**config.mk**
```make
export PLATFORM = sky130hd
export DESIGN_NAME = sid_pot_emu_flat
export DESIGN_NICKNAME = d
export VERILOG_FILES = /design/src/rtl/sid_pot_emu_if.sv /design/src/rtl/sid_pot_emu.sv /design/src/flat_wrapper.sv
export SDC_FILE = /design/constraint.sdc
export NUM_CORES = 1
export LEC_CHECK = 0
export BUFFER_PORTS_ARGS = -buffer_cell sky130_fd_sc_hd__buf_2
export CORE_ASPECT_RATIO = 2
export CORE_MARGIN = 4
export CORE_UTILIZATION = 41
export CTS_CLUSTER_SIZE = 40
export DETAILED_ROUTE_END_ITERATION = 7
export PLACE_DENSITY = 0.63
export SYNTH_ARGS = -nofsm -noshare
export SYNTH_HDL_FRONTEND = slang
export SYNTH_SLANG_ARGS = --single-unit
```
**constraint.sdc**
```tcl
create_clock -name clk -period 5.9 [get_ports clk]
set_input_delay 0.295 -clock clk [delete_from_list [all_inputs] [get_ports clk]]
set_output_delay 0.295 -clock clk [all_outputs]
set_load 0.05 [all_outputs]
```
**src/rtl/sid_pot_emu_if.sv**
```systemverilog
// sid_pot_emu_if: pad, paddle-value and status signals between host side and pot emulator
interface sid_pot_emu_if;
  logic       clk_en;
  logic       pad;
  logic [7:0] pot_val;
  logic       pad_oe;
  logic       sync;
  logic       busy;
  modport master (output clk_en, pad, pot_val, input pad_oe, sync, busy);
  modport slave  (input clk_en, pad, pot_val, output pad_oe, sync, busy);
endinterface

```
**src/rtl/sid_pot_emu.sv**
```systemverilog
// sid_pot_emu: answers a SID pot-measurement discharge by holding the pad low for the
// programmed paddle value, so the measuring side reads that value.
module sid_pot_emu #(
  parameter int MIN_LOW  = 128,
  parameter int LAT_COMP = 2,
  parameter int SETTLE   = 4
) (
  input logic          clk,
  input logic          rst,
  sid_pot_emu_if.slave bus
);
  typedef enum logic [1:0] {WAIT_LOW, HOST_LOW, HOLD, RECOVER} state_t;
  state_t     state, state_n;
  logic       pad_m, pad_s;
  logic [7:0] low_cnt, low_cnt_n, hold_cnt, hold_cnt_n, v, v_n, v_new, set_cnt, set_cnt_n;
  logic       sync_n;
  always_ff @(posedge clk) begin
    if (rst) {pad_m, pad_s} <= 2'b11;
    else     {pad_m, pad_s} <= {bus.pad, pad_m};
  end
  always_comb begin
    state_n    = state;
    low_cnt_n  = low_cnt;
    hold_cnt_n = hold_cnt;
    v_n        = v;
    set_cnt_n  = '0;
    sync_n     = 1'b0;
    v_new      = (32'(bus.pot_val) > LAT_COMP) ? bus.pot_val - 8'(LAT_COMP) : 8'd0;
    case (state)
      WAIT_LOW: if (!pad_s) begin
        state_n   = HOST_LOW;
        low_cnt_n = 8'd1;
      end
      HOST_LOW: if (!pad_s) low_cnt_n = (&low_cnt) ? low_cnt : low_cnt + 8'd1;
        else if (32'(low_cnt) >= MIN_LOW) begin
          v_n        = v_new;
          hold_cnt_n = '0;
          sync_n     = 1'b1;
          state_n    = (v_new == 8'd0) ? RECOVER : HOLD;
        end else state_n = WAIT_LOW;
      HOLD: begin
        hold_cnt_n = hold_cnt + 8'd1;
        state_n    = (hold_cnt + 8'd1 == v) ? RECOVER : HOLD;
      end
      RECOVER: begin
        set_cnt_n = set_cnt + 8'd1;
        state_n   = (set_cnt == 8'(SETTLE - 1)) ? WAIT_LOW : RECOVER;
      end
    endcase
  end
  // sync is a single clk pulse, so it clears even on ticks without clk_en
  always_ff @(posedge clk) begin
    if (rst) begin
      state      <= WAIT_LOW;
      low_cnt    <= '0;
      hold_cnt   <= '0;
      v          <= '0;
      set_cnt    <= '0;
      bus.pad_oe <= 1'b0;
      bus.sync   <= 1'b0;
      bus.busy   <= 1'b0;
    end else if (bus.clk_en) begin
      state      <= state_n;
      low_cnt    <= low_cnt_n;
      hold_cnt   <= hold_cnt_n;
      v          <= v_n;
      set_cnt    <= set_cnt_n;
      bus.pad_oe <= state_n == HOLD;
      bus.sync   <= sync_n;
      bus.busy   <= state_n == HOLD || state_n == RECOVER;
    end else bus.sync <= 1'b0;
  end
endmodule

```
**src/flat_wrapper.sv**
```systemverilog
// flat-port wrapper written by rule: the top's interface ports become plain ports
module sid_pot_emu_flat 
#(
  parameter int MIN_LOW  = 128,
  parameter int LAT_COMP = 2,
  parameter int SETTLE   = 4
)
  (clk, rst, bus_clk_en, bus_pad, bus_pot_val, bus_pad_oe, bus_sync, bus_busy);
  sid_pot_emu_if bus_i ();
  input logic clk;
  input logic rst;
  input wire logic [$bits(bus_i.clk_en)-1:0] bus_clk_en;
  input wire logic [$bits(bus_i.pad)-1:0] bus_pad;
  input wire logic [$bits(bus_i.pot_val)-1:0] bus_pot_val;
  output wire logic [$bits(bus_i.pad_oe)-1:0] bus_pad_oe;
  output wire logic [$bits(bus_i.sync)-1:0] bus_sync;
  output wire logic [$bits(bus_i.busy)-1:0] bus_busy;
  assign bus_i.clk_en = bus_clk_en;
  assign bus_i.pad = bus_pad;
  assign bus_i.pot_val = bus_pot_val;
  assign bus_pad_oe = bus_i.pad_oe;
  assign bus_sync = bus_i.sync;
  assign bus_busy = bus_i.busy;
  sid_pot_emu #(.MIN_LOW(MIN_LOW), .LAT_COMP(LAT_COMP), .SETTLE(SETTLE)) u_core (.clk(clk), .rst(rst), .bus(bus_i));
endmodule
```
==> results by group, run 1 <==
GRT
  • Via count of the first global-routing pass: between 1500 and 2000
  • Overall fraction of global-route tracks in use: between 10% and 20%
  • Largest net degree at the start of global routing: 28
  • Initial antenna violation count: 0
  • GRT overflow: 0
  • Global-route wire length before repair: 8190 um

Die
  • Number of top-level pins: 15
  • Rows: 37
  • Initial core utilization: 42.1%
  • DIE AREA: 6570 sq um
  • Area of the core: 5140 sq um
  • Height of the die: ~110 um
  • Width of the chip: roughly 59 um

Synthesis
  • Yosys warning count: 0
  • Top post-synthesis cells by area: dfxtp_1 36%, nor2_1 6.1%, ha_1 5.8%, xor2_1 5.3%, nand2_1 5.2%
  • Synthesized Nets: around 290
  • Yosys cell types: roughly 50
  • Seq/Total Area, Yosys: between 30 and 40%
  • Ys flop type: dfxtp_1
  • Synth Area in Simple Gates: a little over a quarter
  • Post-synthesis mux area share: less than 1%
  • Fraction of synthesized cell area in xor and xnor cells: 7.92%
  • Proportion of register bits with asynchronous set or reset after synthesis: 0%
  • Combinational family with the most area after synthesis: simple AND/OR/NAND/NOR gates
  • Total of flip-flops plus latches after synthesis: 39
  • Post-synthesis cell type with the largest combined area: dfxtp_1
  • Top cell type's share of synthesized area: between 30% and 40%
  • Cell area after synthesis: 2160 sq um
  • Mapped Cells: ~270
  • Count of flip-flops with a built-in enable after synthesis: 0
  • Mean instance size in the synthesized netlist: approximately 8 sq um
  • Compound-Gate Fraction of Synth Area: 18.2%
  • Adder and majority cell fraction of the synthesized area: roughly 5.8%

Critical path
  • Most frequent cell on the critical path: o22ai_1
  • Arrival @ worst endpoint: around 2.5 ns
  • Startpoint type of the worst setup path: flip-flop
  • Stage delay of the slowest cell on the critical path: between 0.4 and 0.5 ns
  • Peak fanout along the critical path: 7
  • CP max-delay cell: dfxtp_1
  • Cell chain of the critical path: ha_1 -> nand3_1 -> a311oi_1 -> o22ai_1 -> nor4_2 -> o22ai_1 -> a31o_1
  • Crit end category: flip-flop
  • Kind of critical path: flip-flop to flip-flop
  • Worst EP required: about 6.1 ns

STA
  • Final count of negative-setup-slack endpoints: 0
  • Slew of the pin with the lowest slew margin: between 0.7 and 0.8 ns
  • Setup slack after layout: approximately 3.6 ns
  • Worst slew margin: about half
  • Final clock skew: roughly 0.0063 ns
  • Portion of the clock cycle consumed by the worst path in the final layout: approximately two fifths
  • Fin. max-slew vios: 0
  • Time the final worst path needs with I/O delays and setup: between 2 and 2.5 ns
  • Peak Freq: about 440 MHz
  • Setup repair after global routing missed its margin: no
  • Total Neg Setup Slack: 0 ns
  • Number of endpoints with negative hold slack in the final report: 0
  • Smallest hold slack: ~0.18 ns

Flow run
  • Number of max-capacitance violations reported: 0

Clock network
  • Number of buffers added by the clock tree synthesis step: 5
  • Clock tree from TritonCTS: done
  • Maximum clock path buffer count: 2
  • Max H-tree Level: 2
  • Root buffer cell: clkbuf_8
  • Clock input transition at the sequential cells of the worst setup and hold paths: roughly 0.080 ns
  • Post-cts sizing count: 0
  • Cts-stage hold buffer count: 0
  • Clock network latency to the later pin of the worst-skew pair: roughly 0.29 ns
  • Total number of clock tree sinks: 39
  • # Post-CTS Setup Buffers: 0

Drt
  • Number of detailed-route iterations in the first pass: 4
  • Drt wl/cell: about 14 um
  • Via density per instance: approximately 5.6
  • Total Wirelength: around 4900 um
  • Antenna viol nets, final: 0
  • First DRT Iteration DRCs: 68
  • Drt drc: 0
  • Total via count after detailed routing: about 1900

Power and ir drop
  • Power density over the cells: between 200 and 250 nW/um^2
  • Leakage component of the power: just under 0.9 nW
  • Overall Power: between 0.5 and 0.6 mW
  • Peak supply drop: ~150 uV

Hold path
  • Class of the tightest hold or removal check: primary input to flip-flop

Layout
  • Share of final-layout standard cells stronger than drive strength 1: 11.4%
  • Most common cell after layout, fill and taps aside: dfxtp_1
  • Growth of design area from synthesis to finish: 10.3%
  • Net count of the finished layout: about 300
  • Commonest non-fill, non-tap cells in the layout: 39 x dfxtp_1, 35 x nor2_1, 30 x nand2_1, 21 x a21oi_1, 14 x buf_2
  • Share of the core filled with cells: a little under half
  • Antenna Cells: 0

Placement
  • Worst slack at placement: ~3.6 ns
  • DP HPWL: 3730 um
  • # port buffers: 14
  • Final weighted congestion in routability-driven placement: 0.824

Run status
  • Run status: completed
[synth_stat cells (all sizes together), types with 2 or more instances]
master and n:
a21oi 21, a22oi 7, and3 4, buf 3, clkbuf 6, dfxtp 39
ha 10, inv 12, mux2i 2, nand2 30, nand3 8, nand4 8
nand4b 2, nor2 35, nor2b 6, nor3 8, nor4 3, o21ai 11
o22ai 3, or2 3, or3 6, xnor2 4, xor2 13
[area by class of cell]
cell class / count / area [sq um]
well taps: 58 / 72.6
inverters: 12 / 45.0
fillers: 511 / 2750
clock buffers: 6 / 82.6
multi-input cells: 207 / 1300
clock inverters: 2 / 35.0
repair buffers: 14 / 70.1
flip-flops and latches: 39 / 781
[cell families after synthesis]
family                     Yosys count
adders and majority gates           10
muxes                                2
xor gates and xnor gates            18
buffers and inverters               21
and+or+nand+nor                    118
AOI/OAI and AO/OA                   59
DFF                                 39
[power by group]
part           switching (mW)  leakage, nW  internal, mW
Clock                  0.0962       0.0612         0.137
Combinational          0.0383        0.510        0.0186
Sequential            0.00398        0.315         0.267
Total                   0.138        0.886         0.422
[routing by layer]
metal,global-route usage [%],up-vias,part of all wire [%]
met5,0,-,0
met4,6.96,0,2.8
met3,2.10,9,2.0
met2,30.5,26,58
met1,15.2,886,37
li1,-,970,-
[registers in the layout (all words and copies together), names as in the netlist, 2 cells and up]
register	count
u_core.state	2
u_core.set_cnt	8
u_core.low_cnt	8
u_core.v	8
u_core.hold_cnt	8
[critical path, delay by kind of cell, from the launching register on]
family | cells | cell delay [ns]
AOI/OAI and AO/OA | 4 | 0.82
DFF | 1 | 0.48
and+or+nand+nor | 2 | 0.58
adders and majority gates | 1 | 0.30
[metrics by stage]
stage          area, sq um  instances
5_1_grt               2390        338
2_1_floorplan         2160        267
6_report              2390        338
3_5_place_dp          2270        330
4_1_cts               2390        338
3_3_place_gp          2270        330
[worst paths after layout]
kind / start / endpoint / slack (ns) / cells after the start
max: u_core.hold_cnt[0] / u_core.bus.pad_oe / 3.63 / 7
min reg2reg: u_core.pad_m / u_core.pad_s / 0.41 / 1
max reg2reg: u_core.hold_cnt[0] / u_core.bus.pad_oe / 3.63 / 7
min: bus_pad / u_core.pad_m / 0.18 / 2
No activity file was read; power rests on OpenSTA's default activity.
==> run 2: changes to the inputs <==
--- a/config.mk
+++ b/config.mk
@@ -11,7 +11,7 @@
 export CORE_UTILIZATION = 41
 export CTS_CLUSTER_SIZE = 40
 export DETAILED_ROUTE_END_ITERATION = 7
-export PLACE_DENSITY = 0.63
+export PLACE_DENSITY = 0.65
 export SYNTH_ARGS = -nofsm -noshare
 export SYNTH_HDL_FRONTEND = slang
 export SYNTH_SLANG_ARGS = --single-unit
==> constraint.sdc (replaced) <==
create_clock -name clk -period 1.85 [get_ports clk]
set_input_delay 0.0925 -clock clk [delete_from_list [all_inputs] [get_ports clk]]
set_output_delay 0.0925 -clock clk [all_outputs]
set_load 0.05 [all_outputs]
==> run 2 against run 1 <==
  * The flow now finishes with violations (negative setup slack)
  * Clock power rose to 3.1 times the previous value
  * Core utilization up 7.4 points
  * Final area up 16%
  * First-iteration DRC count up 51%
  * Clock skew up 0.0025 ns
  * Total power rose to 3.2 times the previous value
  * Count of clock-buffer cells in the layout down 1
  * Critical path type unchanged
  * Critical endpoint unchanged
==> results by group, run 2 (synthesis results as in run 1) <==
Layout
  • Commonest non-fill, non-tap cells in the layout: 41 x buf_4, 35 x nor2_1, 35 x dfxtp_1, 30 x nand2_1, 20 x a21oi_1
  • Most common cell after layout, fill and taps aside: buf_4
  • Growth of design area from synthesis to finish: 27.9%
  • Net count of the finished layout: 344 (+14%)
  • Share of final-layout standard cells stronger than drive strength 1: 26.0% (+15 points)
  • Multi-input logic area: 1350 sq um (+4.0%)
  • Antenna Cells: 0 (unchanged)
  • FF+latch area: 786 sq um (+0.64%)
  • Number of inserted filler cells in the final layout: 499 (-2.3%)

STA
  • Final clock skew: 0.00876 ns (+0.00251 ns)
  • Time the final worst path needs with I/O delays and setup: 1.91 ns (-0.361 ns)
  • Portion of the clock cycle consumed by the worst path in the final layout: 103% (+65 points)
  • Setup slack after layout: -0.0631 ns (-3.69 ns)
  • Setup repair after global routing missed its margin: yes
  • Total Neg Setup Slack: -0.0798 ns (-0.0798 ns)
  • Slew of the pin with the lowest slew margin: 0.499 ns (-0.215 ns)
  • Fin. max-slew vios: 0 (unchanged)
  • Peak Freq: 523 MHz (+19%)
  • Number of endpoints with negative hold slack in the final report: 0 (unchanged)
  • Final count of negative-setup-slack endpoints: 2 (+2)
  • Worst slew margin: 66.3% (+14 points)

Power and ir drop
  • Net switching power figure: 0.470 mW (+240%)
  • Share of power burned in combinational logic: 12.7% (+2.5 points)
  • Leakage component of the power: 1.11 nW (+25%)
  • Peak supply drop: 460 uV (+210%)
  • Power density over the cells: 655 nW/um^2 (+180%)
  • Sequential power share: 47.4% (-0.9 points)
  • Part of the total power dissipated in the clock network: 40.0% (-1.6 points)
  • Overall Power: 1.81 mW (+220%)
  • Cell-internal power: 1.34 mW (+220%)
  • Net Sw Frac: 25.9% (+1.2 points)

Drt
  • First DRT Iteration DRCs: 103 (+51%)
  • Number of detailed-route iterations in the first pass: 4 (unchanged)
  • Total Wirelength: 5590 um (+14%)
  • Drt drc: 0 (unchanged)
  • Via density per instance: 5.56 (-0.68%)
  • Antenna viol nets, final: 0 (unchanged)
  • Total via count after detailed routing: 2117 (+12%)
  • Drt wl/cell: 14.7 um (+1.4%)

Critical path
  • Family of cells with the greatest summed delay on the critical path: compound AO/OA/AOI/OAI gates
  • Most frequent cell on the critical path: o22ai_1
  • CP max-delay cell: dfxtp_2
  • Startpoint type of the worst setup path: flip-flop
  • Critical path buffer and inverter count: 2 (+2)
  • Arrival @ worst endpoint: 2.12 ns (-0.34 ns)
  • Kind of critical path: flip-flop to flip-flop
  • Crit end category: flip-flop
  • Cell chain of the critical path: buf_4 -> ha_4 -> nand3_2 -> buf_6 -> o22ai_1 -> a2bb2oi_2 -> nor4_4 -> o22ai_1 -> a31o_1
  • Stage delay of the slowest cell on the critical path: 0.34 ns (-0.14 ns)
  • Peak fanout along the critical path: 4 (-3)
  • Worst EP required: 2.05 ns (-4.04 ns)

Clock network
  • Clock input transition at the sequential cells of the worst setup and hold paths: 0.09 ns (about the same)
  • Maximum clock path buffer count: 2 (unchanged)
  • Root buffer cell: clkbuf_8
  • Number of buffers added by the clock tree synthesis step: 5 (unchanged)
  • Max H-tree Level: 2 (unchanged)
  • Clock tree from TritonCTS: done
  • Total number of clock tree sinks: 39 (unchanged)
  • Clock network latency to the later pin of the worst-skew pair: 0.30 ns (about the same)

Die
  • Rows: 37 (unchanged)
  • Initial core utilization: 42.1% (unchanged)
  • Height of the die: 111 um (unchanged)
  • Width of the chip: 59.4 um (unchanged)
  • Number of top-level pins: 15 (unchanged)
  • Area of the core: 5140 sq um (unchanged)
  • DIE AREA: 6570 sq um (unchanged)

Flow run
  • Number of max-capacitance violations reported: 0 (unchanged)

Hold path
  • Class of the tightest hold or removal check: primary input to flip-flop

Run status
  • Violated checks: negative setup slack
  • Run status: complete, but fails checks

GRT
  • Overall fraction of global-route tracks in use: 18.1% (+2.3 points)
  • GRT overflow: 0 (unchanged)
  • Global-route wire length before repair: 9370 um (+14%)
  • Via count of the first global-routing pass: 2063 (+12%)
  • Largest net degree at the start of global routing: 27 (-3.6%)
  • Initial antenna violation count: 0 (unchanged)

Placement
  • DP HPWL: 4290 um (+15%)
  • Final weighted congestion in routability-driven placement: 0.889 (+7.9%)
  • # port buffers: 14 (unchanged)
==> run 2: power by group through the flow <==
stage,clock (mW),sequential [mW],combinational (mW)
final,0.725,0.859,0.230
after global routing,0.763,0.861,0.258
after detailed placement,0,0.878,0.227
after floorplan,0,0.894,0.118
after global placement,0,0.878,0.222
after CTS,0.740,0.858,0.230
==> run 2: metrics by stage <==
stage	instances	hold slack, ns	utilization [%]	setup slack, ns	cell area (sq um)
after floorplan	267	0.196	-	-0.0366	2170
after global placement	368	0.278	49.8	-0.0550	2560
after detailed placement	368	0.279	49.8	-0.0959	2560
after CTS	379	0.0671	53.1	0.00533	2730
after global routing	381	0.105	53.9	-0.192	2770
final	381	0.0718	53.9	-0.0631	2770
==> run 2: final cells by class <==
class	count	share of cell area (%)
multi-input cells	207	48.9
repair buffers	57	14.4
flip-flops and latches	39	28.4
clock buffers	5	2.49
well taps	58	2.62
clock inverters	3	1.58
inverters	12	1.63
==> run 2: final timing paths <==
path	startpoint	endpoint	slack (ns)	cells after the start
min reg2reg	u_core.pad_m	u_core.pad_s	0.42	1
max	u_core.hold_cnt[0]	u_core.bus.pad_oe	-0.06	9
max reg2reg	u_core.hold_cnt[0]	u_core.bus.pad_oe	-0.06	9
min	bus_pot_val[0]	u_core.v[0]	0.07	3
==> run 2: repair_timing <==
action,CTS,global route
pin swaps,6,3
setup buffers,2,2
setup endpoints to repair,2,10
resized for setup,8,6
hold buffers,1,0
hold endpoints to repair,1,0
==> run 2: worst min-delay path, cell delays in order <==
cell	delay (ns)
buf_2	0.11
a22oi_1	0.06
nor2_1	0.07
==> run 2: layer usage <==
metal / global-route usage [%] / vias to the layer above / wire, um
met1: 17.7 / 1021 / 2000
met5: 0 / - / 0
met2: 34.3 / 27 / 3270
li1: - / 1052 / -
met3: 1.86 / 17 / 91
met4: 9.68 / 0 / 222
